## src/rtl/instr_fetch_unit_pkg.sv

```systemverilog
// Shared definitions for the instruction fetch front end: FSM states and fetch constants.
package instr_fetch_unit_pkg;

    typedef enum logic [1:0] {
        BOOT = 2'd0,
        RUN  = 2'd1,
        HALT = 2'd2
    } fetch_state_e;

    localparam int          INSTR_BYTES = 4;
    localparam logic [31:0] NOP         = 32'h0000_0013;

endpackage

```

## src/rtl/instr_fetch_unit_fetch_fifo.sv

```systemverilog
// Synchronous FIFO used for both the instruction buffer and the in-flight PC tag queue.
module fetch_fifo #(
    parameter int W     = 64,
    parameter int DEPTH = 2
) (
    input  logic                           clk,
    input  logic                           reset,
    input  logic                           push,
    input  logic [W-1:0]                   push_data,
    input  logic                           pop,
    input  logic                           flush,
    output logic [W-1:0]                   head,
    output logic [$clog2(DEPTH+1)-1:0]     count
);
    localparam int CW = $clog2(DEPTH + 1);
    localparam int AW = (DEPTH > 1) ? $clog2(DEPTH) : 1;

    logic [W-1:0]  mem [DEPTH];
    logic [AW-1:0] wr_ptr, rd_ptr;
    logic          do_push, do_pop;

    assign do_pop  = pop & (count != '0);
    // a full FIFO still takes a write when the head leaves in the same cycle
    assign do_push = push & ((count < CW'(DEPTH)) | do_pop);
    assign head    = mem[rd_ptr];

    always_ff @(posedge clk) begin
        if (reset) begin
            wr_ptr <= '0;
            rd_ptr <= '0;
            count  <= '0;
            for (int i = 0; i < DEPTH; i++) mem[i] <= '0;
        end else if (flush) begin
            wr_ptr <= '0;
            rd_ptr <= '0;
            count  <= '0;
        end else begin
            if (do_push) begin
                mem[wr_ptr] <= push_data;
                wr_ptr      <= wr_ptr + AW'(1);
            end
            if (do_pop) rd_ptr <= rd_ptr + AW'(1);
            count <= count + CW'(do_push) - CW'(do_pop);
        end
    end

endmodule

```

## src/rtl/instr_fetch_unit.sv

```systemverilog
// Instruction fetch front end: owns the PC, issues in-order imem requests, buffers responses.
// Optional misaligned-redirect trap under FETCH_ALIGN_CHECK_EN.
module instr_fetch_unit
    import instr_fetch_unit_pkg::*;
#(
    parameter int              XLEN       = 32,
    parameter logic [XLEN-1:0] RESET_PC   = '0,
    parameter int              FIFO_DEPTH = 2
) (
    input  logic            clk,
    input  logic            reset,
    output logic            imem_req_valid,
    input  logic            imem_req_ready,
    output logic [XLEN-1:0] imem_req_addr,
    input  logic            imem_rsp_valid,
    input  logic [XLEN-1:0] imem_rsp_data,
    output logic            instr_valid,
    input  logic            instr_ready,
    output logic [XLEN-1:0] instr,
    output logic [XLEN-1:0] instr_pc,
    input  logic            PCSrc,
    input  logic [XLEN-1:0] PCTarget,
    output logic            fetch_fault
);
    localparam int CW = $clog2(FIFO_DEPTH + 1);

    fetch_state_e      state, state_nxt;
    logic [XLEN-1:0]   pc, target, tag_pc;
    logic [CW-1:0]     outstanding, outstanding_nxt, drop, fifo_count, unused_tag_count;
    logic [2*XLEN-1:0] fifo_head;
    logic              accept, redirect, misalign, rsp_ok, dropping, fifo_push, fifo_pop;

    assign redirect = PCSrc & (state == RUN);

`ifdef FETCH_ALIGN_CHECK_EN
    assign target   = PCTarget;
    assign misalign = redirect & (PCTarget[1:0] != 2'b00);
`else
    logic unused_lsb;
    assign unused_lsb = ^PCTarget[1:0];
    assign target     = {PCTarget[XLEN-1:2], 2'b00};
    assign misalign   = 1'b0;
`endif

    // outstanding counts every request in flight, dropped or not, so the issue limit bounds drop too
    assign imem_req_valid  = (state == RUN) &&
                             (({1'b0, outstanding} + {1'b0, fifo_count}) < (CW+1)'(FIFO_DEPTH));
    assign imem_req_addr   = pc;
    assign accept          = imem_req_valid & imem_req_ready;
    assign rsp_ok          = imem_rsp_valid & (outstanding != '0);
    assign dropping        = rsp_ok & (drop != '0);
    assign fifo_push       = rsp_ok & ~dropping & ~redirect;
    assign fifo_pop        = instr_valid & instr_ready;
    assign outstanding_nxt = outstanding + CW'(accept) - CW'(rsp_ok);

    always_comb begin
        state_nxt = state;
        case (state)
            BOOT:    state_nxt = RUN;
            RUN:     if (misalign) state_nxt = HALT;
            HALT:    state_nxt = HALT;
            default: state_nxt = BOOT;
        endcase
    end

    always_ff @(posedge clk) begin
        if (reset) begin
            state       <= BOOT;
            pc          <= RESET_PC;
            outstanding <= '0;
            drop        <= '0;
        end else begin
            state       <= state_nxt;
            outstanding <= outstanding_nxt;
            if (redirect)      pc <= target;
            else if (accept)   pc <= pc + XLEN'(INSTR_BYTES);
            if (redirect)      drop <= outstanding_nxt;
            else if (dropping) drop <= drop - CW'(1);
        end
    end

    // PC tags of live (non-dropped) requests, oldest first
    fetch_fifo #(.W(XLEN), .DEPTH(FIFO_DEPTH)) u_tag_q (
        .clk       (clk),
        .reset     (reset),
        .push      (accept & ~redirect),
        .push_data (pc),
        .pop       (rsp_ok & ~dropping),
        .flush     (redirect),
        .head      (tag_pc),
        .count     (unused_tag_count)
    );

    fetch_fifo #(.W(2*XLEN), .DEPTH(FIFO_DEPTH)) u_ibuf (
        .clk       (clk),
        .reset     (reset),
        .push      (fifo_push),
        .push_data ({tag_pc, imem_rsp_data}),
        .pop       (fifo_pop),
        .flush     (redirect),
        .head      (fifo_head),
        .count     (fifo_count)
    );

    assign instr_valid = (fifo_count != '0);
    assign instr       = fifo_head[XLEN-1:0];
    assign instr_pc    = fifo_head[2*XLEN-1:XLEN];

`ifdef FETCH_ALIGN_CHECK_EN
    logic fault_q;
    always_ff @(posedge clk) begin
        if (reset)         fault_q <= 1'b0;
        else if (misalign) fault_q <= 1'b1;
    end
    assign fetch_fault = fault_q;
`else
    assign fetch_fault = 1'b0;
`endif

endmodule
```

## config.mk

```make
export PLATFORM = sky130hd
export DESIGN_NAME = instr_fetch_unit
export DESIGN_NICKNAME = d
export VERILOG_FILES = /design/src/rtl/instr_fetch_unit_pkg.sv /design/src/rtl/instr_fetch_unit_fetch_fifo.sv /design/src/rtl/instr_fetch_unit.sv
export SDC_FILE = /design/constraint.sdc
export NUM_CORES = 1
export LEC_CHECK = 0
export CAP_MARGIN = 40
export CORE_MARGIN = 2
export CORE_UTILIZATION = 45
export CTS_CLUSTER_SIZE = 8
export DETAILED_ROUTE_END_ITERATION = 6
export GPL_ROUTABILITY_DRIVEN = 0
export GPL_TIMING_DRIVEN = 0
export HOLD_SLACK_MARGIN = 0.05
export PLACE_DENSITY_LB_ADDON = 0.12
export SLEW_MARGIN = 20
export SYNTH_ARGS = -nofsm -noshare
export SYNTH_HDL_FRONTEND = slang
export SYNTH_SLANG_ARGS = --single-unit
```

## constraint.sdc

```tcl
create_clock -name clk -period 22.1 [get_ports clk]
set_input_delay 4.42 -clock clk [delete_from_list [all_inputs] [get_ports clk]]
set_output_delay 4.42 -clock clk [all_outputs]
set_load 0.03 [all_outputs]
```

Word-level counts from Yosys, hierarchy flattened

Memories as Yosys holds them, arrays and structs flattened. A register that Yosys moved wholly into a read port is not among the register bits.
Cells that the tools add are included.

Bits in registers: 46
Bits in latches: 0
Bits in writable memories: 192
ROM bits: 0
Input bits: 70
Output and inout bits: 99
Word-level logic and storage cells: 83
Memories: 2

Add/sub/neg operators: 13
Multiply operators: 0
Divide/modulo/power cells: 0
$lt $le $gt $ge: 3
Eq/ne operators: 2
Shift operators: 0
Multiplexer cells: 25
Bitwise operators: 16
Reduce and logical (&&, ||, !) cells: 11

Memory list:

| name        | depth | width | rd ports | clocked after memory_dff | write ports | line                              | source |
|---|---|---|---|---|---|---|---|
| u_ibuf.mem  | 2     | 64    | 1        | 1                        | 2           | instr_fetch_unit_fetch_fifo.sv:18 | `logic [W-1:0] mem [DEPTH];` |
| u_tag_q.mem | 2     | 32    | 1        | 1                        | 2           | instr_fetch_unit_fetch_fifo.sv:18 |  |

Operators by type and width:

| kind                    | number |
|---|---|
| $mux W32                | 3 |
| $mux W64                | 1 |
| $reduce_or A64 Y1       | 1 |
| $add A32 B3 Y32 const B | 1 |
| $reduce_or A32 Y1       | 1 |
| $mux W1                 | 18 |
| $and A1 B1 Y1           | 12 |
| $reduce_bool A2 Y1      | 6 |
| $add A2 B1 Y2           | 3 |
| $pmux W2 S3             | 1 |
| $sub A2 B1 Y2           | 3 |
| $add A1 B1 Y1 const B   | 4 |
| $lt A2 B2 Y1 const B    | 2 |
| $mux W2                 | 2 |
| $add A2 B2 Y3           | 1 |
| $lt A3 B2 Y1 const B    | 1 |
| $eq A2 B1 Y1 const B    | 1 |
| $eq A2 B2 Y1 const B    | 1 |
| $logic_not A2 Y1        | 1 |
| $not A1 Y1              | 2 |
| $or A1 B1 Y1            | 2 |
| $reduce_or A2 Y1        | 1 |
| $sub A2 B1 Y2 const B   | 1 |
| $logic_and A1 B1 Y1     | 1 |

Logic depth before layout (Yosys ltp)

Depth after elaboration: 14
Gate-level depth with buffers: 15
Gate-level depth less buffers: 13

Modules after synthesis

Synthesis repeated with hierarchy kept, for this count alone.

Cells, all modules: 809
Area total of the unflattened synthesis: 10968.0 µm²

By module, submodules not included:

| module               | times used | cells each | area an instance (µm²) |
|---|---|---|---|
| fetch_fifo (u_ibuf)  | 1          | 368        | 5790.6 |
| fetch_fifo (u_tag_q) | 1          | 197        | 3065.4 |
| instr_fetch_unit     | 1          | 244        | 2112.0 |

Least setup slack after synthesis

No wires, ideal clock.

Kind: in2reg
Start point: input imem_rsp_valid
End point: memory u_ibuf.mem[0][0], enable pin
Library setup time: 0.574 ns
Arrival: 9.520 ns
Slack: 12.007 ns
Cell stages on the path: 3
Buffers on the path: 0
Cells stage by stage: o211ai_1 a21o_1 o31ai_1

RTL lines:

| element     | line                              | source |
|---|---|---|
| from (decl) | instr_fetch_unit.sv:15            | `input logic imem_rsp_valid,` |
| to (decl)   | instr_fetch_unit_fetch_fifo.sv:18 |  |

==> results.md <==
Run status:
- The run finished with clean final reports.

Run:
- The count of maximum capacitance violations is 0.

Power:
- The final total power is 1.27 mW.
- Dividing total power by cell area gives a power density of roughly 96 nW/um^2.
- The leakage dissipation is 4.88 nW.
- Across the VDD grid, the largest voltage drop is 0.0000532 V.

STA:
- Setup repair after global routing left no endpoint under its margin.
- For the pin with the worst max-slew slack, the measured transition is between 0.7 and 0.8 ns.
- Setup violations remaining at the end of the flow were counted as 0.
- Between clock sinks in the finished design, the worst skew comes to 0.0170 ns.
- The setup slack of the critical path after layout is between 10 and 15 ns.
- The accumulated negative setup slack is 0 ns.
- Counting I/O delays and the setup requirement, the final critical path takes 7.23 ns.
- Timing would allow up to 0.138 GHz.
- The total count of hold-check failures in the final report was 0.
- The max-slew violation count is 0.
- The part of the cycle the worst path needs is 32.7%.
- Measured against its own limit, the worst slew margin works out to around 47%.

Worst setup path:
- At the worst endpoint, the required time is 17.68 ns.
- The category of the worst setup path launch point is a flop.
- The top cell family by delay on the critical path is buffers and inverters.
- The largest fanout on the critical path is 10.
- The cell at the slowest stage of the critical path is sky130_fd_sc_hd__clkdlybuf4s50_1.
- The worst setup path is captured at an output port.
- Walking the worst path, the cells encountered are clkbuf_1 > clkbuf_1 > mux2_2 > clkdlybuf4s50_1.
- By instance count, the cell type seen most on the critical path is sky130_fd_sc_hd__clkbuf_1.
- The delay of the slowest cell on the worst path is approximately 0.6 ns.
- Across all register-to-register paths, the minimum setup slack is 18.58 ns.
- The type of the setup path with the least slack is flop to output port.
- At the worst endpoint, the arrival time is 2.81 ns.
- The buffer and inverter count on the worst path is 3.

Cells and area:
- The sequential standard cell area is about 6400 um^2.
- Fill cells in the final layout number 1848.
- The proportion of layout cells with a drive suffix above 1 is about 12%.
- The number of antenna diodes in the final layout is 0.
- The multi-input combinational cells in the finished layout cover a total of 3540 um^2.
- From synthesis to final layout, the design area changed by 29.9%.
- For this run, the post-layout net count is between 1000 and 1500.

Floorplanning:
- The die extent in x is 155 um.
- The floorplan die height is 155 um.
- The number of rows created at floorplan is 55.
- The total I/O pin count is 169.
- The core region is ~23000 um^2.
- For this configuration, the core starts out at a cell density of 45.5%.
- The floorplan step defined a die boundary enclosing 24000 um^2.

GRT:
- The number of antenna violations at the first check in global routing is 0.
- The first global-routing pass estimated 37000 um of wire.
- For this run, the total global-route usage over all layers was measured as 19.7%.
- Entering global routing, the biggest net connects 44 pins.
- The via count of the first global-routing pass was 6935.
- For this run the aggregate overflow at the end of global routing stands at 0.

CTS:
- The clock tree root buffer cell is sky130_fd_sc_hd__clkbuf_16.
- Clock-pin slew was measured on the worst setup and hold paths at 0.05 ns.
- The latest clock arrival within the worst-skew pair is between 0.4 and 0.5 ns.
- The number of sinks driven by the clock tree is 230.
- TritonCTS built the clock tree.
- After clock tree synthesis, the repair step resized 0 gates.
- The H-tree generated during clock tree synthesis spans 2 levels.
- The number of setup buffers added after CTS is 0.
- The number of buffers on the longest clock path is 3.
- Hold repair after CTS inserted 0 buffers.
- The total clock buffers created by CTS is 34.

Yosys:
- The number of flops mapped to enable cells by yosys is 184.
- For this run, the number of Yosys warnings is 0.
- The unique cell type count in the Yosys netlist is 42.
- The post-synthesis average cell area is 12.8 um^2.
- After synthesis the cells add up to 10200 um^2.
- The share of synthesized registers carrying an async set or reset is 0%.
- In the synthesized netlist the dominant register cell turns out to be sky130_fd_sc_hd__edfxtp_1.
- Counting every instance in the synthesized netlist gives 803.
- In this run, synthesis produced a sequential element count of 230.
- The sequential area share after synthesis is between 60% and 70%.

Drt:
- The total number of vias is around 6700.
- The violation count after the first detailed-route iteration is 331.
- The final routed wirelength across all metal layers is 23300 um.
- The per-cell routed wire length is roughly 18 um.
- After detailed routing, the number of vias per cell comes to roughly 5.
- The first-pass detailed-route iteration total is 4.
- The remaining routing DRC violations is 0.
- Once detail routing completed, the nets flagged for antenna violations numbered 0.

Placed design:
- The count of buffers from port buffering is between 150 and 200.
- After legalization and detailed placement, the total HPWL measured 15900 um.
- OpenSTA, run right after detailed placement, puts the worst setup slack at between 10 and 15 ns.

Min path:
- The worst hold path belongs to the class flop to flop.
-- cell usage in the layout, fill, tap and decap left out, drive strengths merged, types with 5 or more instances in the layout --
cell             n
inv             13
dfxtp           46
clkdlybuf4s50  161
clkbuf          98
nor2           103
ha               8
a211oi          22
nand4            9
and3            45
edfxtp         184
and2            97
nand3           13
o22ai            8
a21oi            9
mux2i           31
buf             19
xnor2           25
conb             5
nand2           18
xor2            14
mux2            62
nor4             9
-- flip-flops by register name, indices dropped and copies added, names as in the netlist, named ones only --
name and flops:
u_ibuf.mem 124, state 2, drop 2, u_ibuf.wr_ptr 1, u_tag_q.mem 60, imem_req_addr 30
u_ibuf.count 2, outstanding 2, u_ibuf.rd_ptr 1, u_tag_q.rd_ptr 1, u_tag_q.wr_ptr 1, u_tag_q.count 2
-- path summary, 6_finish.rpt --
path | startpoint | endpoint | depth (start not counted)
worst max-delay path | flop | instr[5] | 4
worst min-delay path | state[0] | state[1] | 1
worst max register to register | outstanding[0] | u_tag_q.mem[0][17] | 8
worst min register to register | state[0] | state[1] | 1
-- power by group --
group / switching, mW / internal, mW / total, mW
clock: 0.175 / 0.293 / 0.468
combinational: 0.156 / 0.117 / 0.272
sequential: 0.0190 / 0.512 / 0.531
total: 0.350 / 0.921 / 1.27
-- final cells by class --
cell class | count | area share (%)
sequential | 230 | 48.4
multi-input combinational | 508 | 26.6
timing repair buffer | 167 | 12.8
clock buffer | 54 | 7.19
tap | 285 | 2.68
buffer | 57 | 1.92
inverter | 12 | 0.357
clock inverter | 1 | 0.0658
-- metal layers --
| layer | share of wire, % | up-vias | GRT usage, % |
|---|---|---|---|
| li1 | - | 3282 | - |
| met4 | 1.6 | 0 | 5.78 |
| met3 | 6.2 | 30 | 4.12 |
| met1 | 46 | 3156 | 26.9 |
| met5 | 0 | - | 0 |
| met2 | 47 | 216 | 31.9 |
-- synth_stat cells (all sizes together), types with 4 or more instances --
master,n,area [um^2]
edfxtp,184,5530
nor2,103,387
and2,97,607
mux2,62,698
dfxtp,46,921
and3,45,282
clkbuf,44,173
mux2i,31,310
xnor2,25,219
a211oi,22,190
nand2,18,67.6
xor2,14,123
buf,13,82.6
nand3,13,65.1
inv,12,47.6
a21oi,9,45.0
nand4,9,56.3
nor4,9,56.3
ha,8,100
o22ai,8,50.1
and4,4,35.0
-- cells by family (layout without fill, tap and decap cells) --
| logic type | count (synthesis) | count (layout) | share of synthesized area [%] |
|---|---|---|---|
| compound gates | 49 | 49 | 3.47 |
| xor+xnor | 39 | 39 | 3.33 |
| fa+ha+maj | 9 | 9 | 1.17 |
| buf+inv | 69 | 291 | 2.95 |
| flops | 230 | 230 | 62.9 |
| mux | 93 | 93 | 9.84 |
| other cells | 1 | 5 | 0.0366 |
| simple gates | 313 | 313 | 16.3 |
-- stage by stage --
stage / utilization [%] / hold WS [ns] / area, um^2 / std cells
finish: 59.1 / 0.479 / 13300 / 1314
global route: 59.1 / 0.488 / 13300 / 1314
CTS: 59.1 / 0.474 / 13300 / 1314
detailed placement: 54.9 / 0.467 / 12300 / 1259
global placement: 54.4 / 0.456 / 12200 / 1253
floorplan: - / 0.436 / 10300 / 807
Power figures use the tool's default switching activity.
